`config.mk`:
```
export PLATFORM = sky130hd
export DESIGN_NAME = capture_sequencer
export DESIGN_NICKNAME = d
export VERILOG_FILES = /design/src/rtl/capture_seq_pkg.sv /design/src/rtl/seg_timer.sv /design/src/rtl/capture_sequencer.sv
export SDC_FILE = /design/constraint.sdc
export NUM_CORES = 1
export LEC_CHECK = 0
export BUFFER_PORTS_ARGS = -buffer_cell sky130_fd_sc_hd__buf_2
export CORE_UTILIZATION = 35
export CTS_BUF_LIST = sky130_fd_sc_hd__clkbuf_2 sky130_fd_sc_hd__clkbuf_4 sky130_fd_sc_hd__clkbuf_8
export CTS_CLUSTER_DIAMETER = 60
export DETAILED_ROUTE_END_ITERATION = 8
export SYNTH_ARGS = -nofsm -noshare
export SYNTH_HDL_FRONTEND = slang
export SYNTH_SLANG_ARGS = --single-unit
```
`constraint.sdc`:
```
create_clock -name adc_clk -period 4.1 [get_ports adc_clk]
set_input_delay 0.205 -clock adc_clk [delete_from_list [all_inputs] [get_ports adc_clk]]
set_output_delay 0.205 -clock adc_clk [all_outputs]
set_load 0.05 [all_outputs]
```
`src/rtl/capture_seq_pkg.sv`:
```
// Shared types and default widths for the multi-segment ADC capture sequencer.
package capture_seq_pkg;

   localparam int SEG_W_DEF  = 16;
   localparam int SAMP_W_DEF = 20;

   typedef enum logic [2:0] {
      ST_IDLE,
      ST_ARMING,
      ST_WAIT_GO,
      ST_CAPTURE,
      ST_GAP,
      ST_DONE
   } state_t;

endpackage

```
`src/rtl/seg_timer.sv`:
```
// Saturating up-counter cleared to zero on demand; tc flags count >= terminal.
module seg_timer #(
   parameter int W = 20
) (
   input  logic         adc_clk,
   input  logic         reset_n,
   input  logic         clear,
   input  logic         enable,
   input  logic [W-1:0] terminal,
   output logic         tc
);

   logic [W-1:0] count;

   always_ff @(posedge adc_clk) begin
      if (!reset_n) begin
         count <= '0;
      end else if (clear) begin
         count <= '0;
      end else if (enable && (count != '1)) begin
         count <= count + 1'b1;
      end
   end

   assign tc = (count >= terminal);

endmodule

```
`src/rtl/capture_sequencer.sv`:
```
// Multi-segment capture sequencer: arms the trigger unit, gates FIFO writes per
// segment, and reports capture_done after the last segment or on abort.
//
// state      | meaning
// -----------+-----------------------------------------------------------
// ST_IDLE    | waiting for start_i; config latched on acceptance
// ST_ARMING  | trig_arm_o high, waiting for trig_arm_ack_i
// ST_WAIT_GO | armed_and_ready, waiting for trig_capture_go_i
// ST_CAPTURE | writing samples for the current segment
// ST_GAP     | auto mode: waiting for the period timer to start next segment
// ST_DONE    | one-cycle capture_done / done_o pulse
module capture_sequencer
   import capture_seq_pkg::*;
#(
   parameter int SEG_W  = SEG_W_DEF,
   parameter int SAMP_W = SAMP_W_DEF
) (
   input  logic              adc_clk,
   input  logic              reset_n,
   input  logic              start_i,
   input  logic              abort_i,
   input  logic [SEG_W-1:0]  num_segments_i,
   input  logic [SAMP_W-1:0] segment_samples_i,
   input  logic [SAMP_W-1:0] segment_cycles_i,
   input  logic              auto_segment_i,
   input  logic              fifo_full_i,
   input  logic              trig_arm_ack_i,
   input  logic              trig_capture_go_i,
   output logic              trig_arm_o,
   output logic              trig_armed_and_ready_o,
   output logic              trig_capture_done_o,
   output logic              sample_valid_o,
   output logic [SEG_W-1:0]  segment_count_o,
   output logic              busy_o,
   output logic              done_o,
   output logic              overflow_o
);

   localparam logic [SEG_W-1:0]  SEG_ONE  = 1;
   localparam logic [SAMP_W-1:0] SAMP_ONE = 1;

   state_t            state, state_nx;
   logic [SEG_W-1:0]  segs_r;
   logic [SAMP_W-1:0] samples_r;
   logic [SAMP_W-1:0] cycles_r;
   logic              auto_r;
   logic [SEG_W-1:0]  seg_count_r;
   logic              overflow_r;

   logic              seg_start;
   logic              samp_tc;
   logic              per_tc;
   logic              last_seg;
   logic              seg_end;
   logic [SAMP_W-1:0] period_term;

   // Period timer runs from segment start, so a period not longer than the
   // segment collapses GAP to a single cycle.
   assign period_term = (cycles_r == '0) ? '0 : (cycles_r - SAMP_ONE);
   assign last_seg    = (seg_count_r == (segs_r - SEG_ONE));
   assign seg_end     = (state == ST_CAPTURE) && samp_tc;

   seg_timer #(.W(SAMP_W)) u_samp_timer (
      .adc_clk  (adc_clk),
      .reset_n  (reset_n),
      .clear    (state != ST_CAPTURE),
      .enable   (state == ST_CAPTURE),
      .terminal (samples_r - SAMP_ONE),
      .tc       (samp_tc)
   );

   seg_timer #(.W(SAMP_W)) u_period_timer (
      .adc_clk  (adc_clk),
      .reset_n  (reset_n),
      .clear    (seg_start),
      .enable   ((state == ST_CAPTURE) || (state == ST_GAP)),
      .terminal (period_term),
      .tc       (per_tc)
   );

   always_ff @(posedge adc_clk) begin
      if (!reset_n) begin
         state       <= ST_IDLE;
         segs_r      <= '0;
         samples_r   <= '0;
         cycles_r    <= '0;
         auto_r      <= 1'b0;
         seg_count_r <= '0;
         overflow_r  <= 1'b0;
      end else begin
         state <= state_nx;
         if ((state == ST_IDLE) && start_i) begin
            segs_r      <= (num_segments_i == '0) ? SEG_ONE : num_segments_i;
            samples_r   <= (segment_samples_i == '0) ? SAMP_ONE : segment_samples_i;
            cycles_r    <= segment_cycles_i;
            auto_r      <= auto_segment_i;
            seg_count_r <= '0;
            overflow_r  <= 1'b0;
         end else begin
            if (seg_end && !abort_i && (seg_count_r != '1)) begin
               seg_count_r <= seg_count_r + SEG_ONE;
            end
            if ((state == ST_CAPTURE) && fifo_full_i) begin
               overflow_r <= 1'b1;
            end
         end
      end
   end

   always_comb begin
      state_nx  = state;
      seg_start = 1'b0;
      case (state)
         ST_IDLE:    if (start_i) state_nx = ST_ARMING;
         ST_ARMING:  if (trig_arm_ack_i) state_nx = ST_WAIT_GO;
         ST_WAIT_GO: begin
            if (trig_capture_go_i) begin
               state_nx  = ST_CAPTURE;
               seg_start = 1'b1;
            end
         end
         ST_CAPTURE: begin
            if (samp_tc) begin
               if (last_seg)    state_nx = ST_DONE;
               else if (auto_r) state_nx = ST_GAP;
               else             state_nx = ST_WAIT_GO;
            end
         end
         ST_GAP: begin
            if (per_tc) begin
               state_nx  = ST_CAPTURE;
               seg_start = 1'b1;
            end
         end
         ST_DONE:    state_nx = ST_IDLE;
         default:    state_nx = ST_IDLE;
      endcase
      if (abort_i && (state != ST_IDLE) && (state != ST_DONE)) begin
         state_nx  = ST_DONE;
         seg_start = 1'b0;
      end
   end

   assign trig_arm_o             = (state == ST_ARMING) || (state == ST_WAIT_GO) ||
                                   (state == ST_CAPTURE) || (state == ST_GAP);
   assign trig_armed_and_ready_o = (state == ST_WAIT_GO);
   assign trig_capture_done_o    = (state == ST_DONE);
   assign done_o                 = (state == ST_DONE);
   assign busy_o                 = (state != ST_IDLE);
   assign sample_valid_o         = (state == ST_CAPTURE) && !fifo_full_i;
   assign segment_count_o        = seg_count_r;
   assign overflow_o             = overflow_r;

endmodule

```
== Word-level counts from Yosys, hierarchy flattened ==
Cells that the tools add are included.
Word-level totals
  output and inout bits: 23
  bits of input ports: 64
  register bits after elaboration: 117
  word-level logic and storage cells: 83
Operators by class
  mux-type cells: 16
  reduce and logical (&&, ||, !) cells: 27
  $lt $le $gt $ge: 2
  bitwise operators: 1
  add/sub/neg operators: 6
  eq/ne operators: 21
Operator list (count)
  $add A20 B1 Y20 const B: 2
  $ge A20 B20 Y1: 2
  $logic_not A20 Y1: 2
  $mux W20: 2
  $ne A20 B20 Y1 const B: 2
  $sub A20 B1 Y20 const B: 2
  $mux W3: 8
  $add A16 B1 Y16 const B: 1
  $eq A16 B16 Y1: 1
  $logic_not A16 Y1: 1
  $mux W16: 1
  $ne A16 B16 Y1 const B: 1
  $sub A16 B1 Y16 const B: 1
  $pmux W3 S5: 1
  $ne A3 B2 Y1 const B: 4
  $logic_and A1 B1 Y1: 10
  $ne A2 B2 Y1 const B: 5
  $reduce_and A5 Y1: 2
  $ne A3 B3 Y1 const B: 3
  $reduce_or A2 Y1: 4
  $eq A3 B2 Y1 const B: 2
  $eq A3 B3 Y1 const B: 2
  $logic_or A1 B1 Y1: 4
  $eq A3 B1 Y1 const B: 1
  other kinds (6): 9

== Depth between registers and ports, before layout ==
  word-level depth: 7
  gate-level depth with buffers: 18
  mapped depth without buffers: 16

== Hierarchy ==
From an unflattened synthesis, not the netlist that was laid out.
Unflattened totals
  cells, all modules: 979
  area, all modules: 7500.9 sq um
By module, submodules not included
  capture_sequencer: seq. area each 1541.5 sq um, cells each 559, times used 1, area an instance 4290.4 sq um
  seg_timer: seq. area each 400.4 sq um, cells each 210, times used 2, area an instance 1605.3 sq um

== Least setup slack after synthesis ==
Ideal clock, no wire load.
  path kind: reg2reg
  from: register cycles_r[6]
  to: register state[0]
  slack: 0.359 ns
  library setup time: 0.122 ns
  arrival time: 3.620 ns
  stages on the path, launching flop included: 17
  path buffers: 2
  clock period less this slack: 3.741 ns
  data required time: 3.978 ns
  cells stage by stage: dfxtp_1 > or4_1 > or4_1 > clkbuf_1 > nor2_1 > nand2_1 > clkbuf_1 > nand2_1 > ha_1 > a21o_1 > a21o_1 > a21oi_1 > o311a_1 > a211oi_1 > nor3_1 > nor2_1 > o311a_1
Between the ends
  longest elaborated chain between the ends: 5
  elaborated cells on any way between the ends: 6
  classes of those cells: add/sub: 1; order compare: 1; eq/ne: 1; mux: 1; reduce/logical: 2
Ends and longest elaborated chain
  from (decl): line capture_sequencer.sv:45  | logic [SAMP_W-1:0] cycles_r;
  from (signal assigned): line capture_sequencer.sv:95  | cycles_r <= segment_cycles_i;
  $sub A20 B1 Y20 / $logic_not A20 Y1 (equally long branches): line capture_sequencer.sv:59  | assign period_term = (cycles_r == '0) ? '0 : (cycles_r - SAMP_ONE);
  $mux W20 *: line capture_sequencer.sv:59
  $ge A20 B20 Y1 *: line seg_timer.sv:25  | assign tc = (count >= terminal);
  $ne A3 B2 Y1 (no source line) *
  $reduce_and A5 Y1 (no source line) *
  to (signal assigned): line capture_sequencer.sv:91  | state <= state_nx;
  to (decl): line capture_sequencer.sv:42  | state_t state, state_nx;
Mark *: on every way between the ends. The rest lies on a longest branch, timed or not.
A chain may end at the register's enable or synchronous reset.

== Worst setup path after layout ==
Same ends and word-level chain as after synthesis.

==> summary.txt <==
Global routing
  • First-pass GRT wire length: ~30,000 um
  • Total grt overflow: 0
  • Tot GR Track Use: 0.183
  • GR Util met1: 0.251
  • Initial antenna violation count: 0
  • Grt met3 use: 0.0373
  • Vias in the first global route: roughly 6k
  • Largest net degree at the start of global routing: 48
  • Busiest grt layer: met2
  • Met2 GRT Util: 0.292

Power
  • LEAKAGE: 3.52 nW
  • Power density cells: approximately 540 nW/um2
  • Peak VDD IR: around 0.24 mV

Placed design
  • Final Wtd Congestion: around 0.83
  • Placed Area: a little under 8000 um2
  • Port bufs: between 80 and 90
  • Hpwl dp: ~14,000 um

Final layout
  • # fillers: 2,009
  • Final net count: 1,123
  • Cell area after layout: around 8700 um2
  • Number of diodes: 0
  • Layout cells sized above 1: 0.144
  • P&R area growth vs syn: 23.3%

CTS
  • Postcts setup bufs: 0
  • Number of buffers created by CTS: 17
  • Root Buffer: clkbuf_8
  • Total clock sinks: about 120
  • Worst skew pair latency: 0.44 ns
  • Htree depth: 4
  • Clk buf depth: 2
  • CTS tree: yes
  • Reg clk slew, reported paths: 0.07 ns

STA
  • Max_slew headroom: 0.332
  • Fin crit share: 0.924
  • Worst Tran Pin Value: ~1 ns
  • Setup violations, final: 0
  • Clk_skew: ~0.011 ns
  • RSZ-0062 raised after global routing: true
  • Max-slew violations: 0
  • Final hold violation count: 0
  • Minimum clock period: ~3.8 ns
  • Hold_ws: 0.0304 ns
  • Max Freq: between 0.2 and 0.3 GHz

Yosys
  • Number of synthesized flops with an enable pin: 0
  • Sequential share of the synthesized area: 0.334
  • Syn Inst Count: just under 900
  • Syn Nets: 998
  • Count of different cell masters after synthesis: 59
  • YS warnings: 0
  • Synth Cell Area: 7020 um2
  • Synthesis-stage register bit count: ~120
  • Avg Cell Area, Syn: about 7.9 um2
  • Async S/R FF share, synth: 0
  • Post-synth top flop: dfxtp_1

Run
  • Max Cap Viol: 0

Worst setup path
  • Crit path DAT: 4.12 ns
  • Max FO, Critical Path: 8
  • CP startpoint: cycles_r[6]$_SDFFE_PN0P_
  • CP Data Required Time: 4.43 ns
  • Internal reg-to-reg setup slack: around 0.31 ns
  • Crit start category: flop
  • Critical path cell sequence: or4_1 > or4_1 > nor2_1 > nand2_1 > buf_4 > nand2_1 > ha_1 > a21o_1 > a21o_1 > a21oi_1 > o21ai_0 > nor3_2 > nor2_1 > o311a_1
  • Worst R2R Start: cycles_r[6]$_SDFFE_PN0P_
  • CP Capture Point: state[0]$_SDFFE_PN0P_
  • CP peak stage delay: around 0.58 ns
  • Setup crit end kind: flop
  • Setup Crit Path Kind: flop to flop
  • Worst Reg-to-Reg Cells: 14
  • Critical path's slowest cell: or4_1
  • Reg-to-Reg End: state[0]$_SDFFE_PN0P_

Floorplanning
  • Starting density of the core: 0.359
  • Core area: just under 20,000 um2
  • Row cnt: roughly 50
  • Die Y: roughly 140 um
  • Die ar.: 20,600 um2
  • Die X: roughly 140 um
  • I/O pin cnt: just under 90

Drt
  • Detailed router's first-iteration violation count: 257
  • Vias: between 6k and 7k
  • Initial DRT Pass Iterations: 5
  • DRC Markers: 0
  • Final WL: approximately 18,000 um
  • Routed Antenna Nets: 0
  • Routed len/inst: roughly 14 um
  • Vias per cell: slightly above 5

Outcome
  • Status: finished clean

Hold path
  • Hold Path Stages: 3
  • HP Class: primary input to flop
-- cell usage after synthesis, drive strengths merged (9+ instances only) --
cell type    n  area (um2)
nand2      154         578
dfxtp      117        2340
a21oi       72         360
nor2        69         259
xnor2       54         473
ha          46         576
xor2        32         280
nor3        31         165
clkbuf      30         113
inv         29         109
nand3       27         135
nor4        27         190
and2        23         144
o21ai       23         115
nand4       22         138
or3         13        81.3
a21o        11        82.6
a22o        11        96.3
and3         9        61.3
-- metrics by stage --
stage	instances	util	setup slack, ns	setup TNS (ns)	total power, mW
2_1_floorplan	888	-	0.359	0	2.97
3_3_place_gp	1217	0.396	0.278	0	3.42
3_5_place_dp	1217	0.396	0.140	0	3.45
4_1_cts	1290	0.440	0.111	0	4.72
5_1_grt	1291	0.443	-0.0322	-0.0412	5.10
6_report	1291	0.443	0.313	0	4.69
-- layer usage --
metal,vias to the layer above,share of wire,wire [um]
met5,-,0,0
met4,0,0.0092,168
met3,15,0.041,746
met2,151,0.44,8110
met1,3005,0.51,9320
li1,3387,-,-
-- report_power, final --
group          internal, mW  switching (mW)  leakage, nW
Clock                 0.746           0.465        0.229
Sequential             1.27           0.185        0.950
Combinational         0.860            1.17         2.34
-- cells by family after synthesis --
kind of cell             synth area share
AO/OA/AOI/OAI                       0.138
XOR/XNOR                            0.107
adder cells (fa/ha/maj)            0.0820
buffers and inverters              0.0332
flip-flops                          0.334
multiplexers                      0.00999
AND/OR/NAND/NOR                     0.295
-- cell type report --
type / count / area [um2] / share of cell area
inverter: 29 / 109 / 0.0126
sequential: 117 / 2340 / 0.271
timing repair buffer: 138 / 926 / 0.107
multi-input combinational: 710 / 4490 / 0.519
clock inverter: 8 / 145 / 0.0168
tap: 265 / 332 / 0.0383
clock buffer: 24 / 312 / 0.0360
-- cells in the final DEF (no fill, tap or decap), drive strengths merged, types with 4 or more instances in the layout --
| cell | synthesis | final |
|---|---|---|
| a211oi | 8 | 8 |
| a21o | 11 | 11 |
| a21oi | 72 | 72 |
| a22o | 11 | 11 |
| and2 | 23 | 23 |
| and3 | 9 | 9 |
| buf | 2 | 96 |
| bufinv | 0 | 4 |
| clkbuf | 30 | 24 |
| dfxtp | 117 | 117 |
| dlygate4sd3 | 0 | 42 |
| ha | 46 | 46 |
| inv | 29 | 29 |
| mux2i | 7 | 7 |
| nand2 | 154 | 154 |
| nand2b | 7 | 7 |
| nand3 | 27 | 27 |
| nand3b | 8 | 8 |
| nand4 | 22 | 22 |
| nor2 | 69 | 69 |
| nor2b | 6 | 6 |
| nor3 | 31 | 31 |
| nor4 | 27 | 27 |
| o21ai | 23 | 23 |
| or3 | 13 | 13 |
| or4 | 7 | 7 |
| xnor2 | 54 | 54 |
| xor2 | 32 | 32 |
-- worst min path at each step --
stage | to | startpoint | slack (ns)
3_5_place_dp | segs_r[14]$_SDFFE_PN0P_ | num_segments_i[14] | 0.44
4_1_cts | samples_r[18]$_SDFFE_PN0P_ | segment_samples_i[18] | 0.001
6_report | samples_r[18]$_SDFFE_PN0P_ | segment_samples_i[18] | 0.03
5_1_grt | samples_r[2]$_SDFFE_PN0P_ | segment_samples_i[2] | 0.01
3_3_place_gp | segs_r[14]$_SDFFE_PN0P_ | num_segments_i[14] | 0.44
2_1_floorplan | segs_r[1]$_SDFFE_PN0P_ | num_segments_i[1] | 0.31
-- timing repair --
action / CTS / global route
setup endpoints to repair: 0 / 29
hold endpoints to repair: 41 / 1
resized for setup: 0 / 8
hold buffers: 41 / 1
-- flip-flops by register name, indices dropped and copies added (netlist names) --
name and count:
auto_r 1, cycles_r 20, overflow_o 1, samples_r 20
segment_count_o 16, segs_r 16, state 3, u_period_timer.count 20
u_samp_timer.count 20
-- worst max-delay path, delay by kind of cell (launching register included) --
| kind | cells | cell delay (ns) |
|---|---|---|
| AOI/OAI and AO/OA | 5 | 0.95 |
| adders and majority gates | 1 | 0.23 |
| buffers and inverters | 1 | 0.20 |
| DFF | 1 | 0.35 |
| and+or+nand+nor | 7 | 1.95 |
Note: power is estimated with default switching activity, not from simulation.
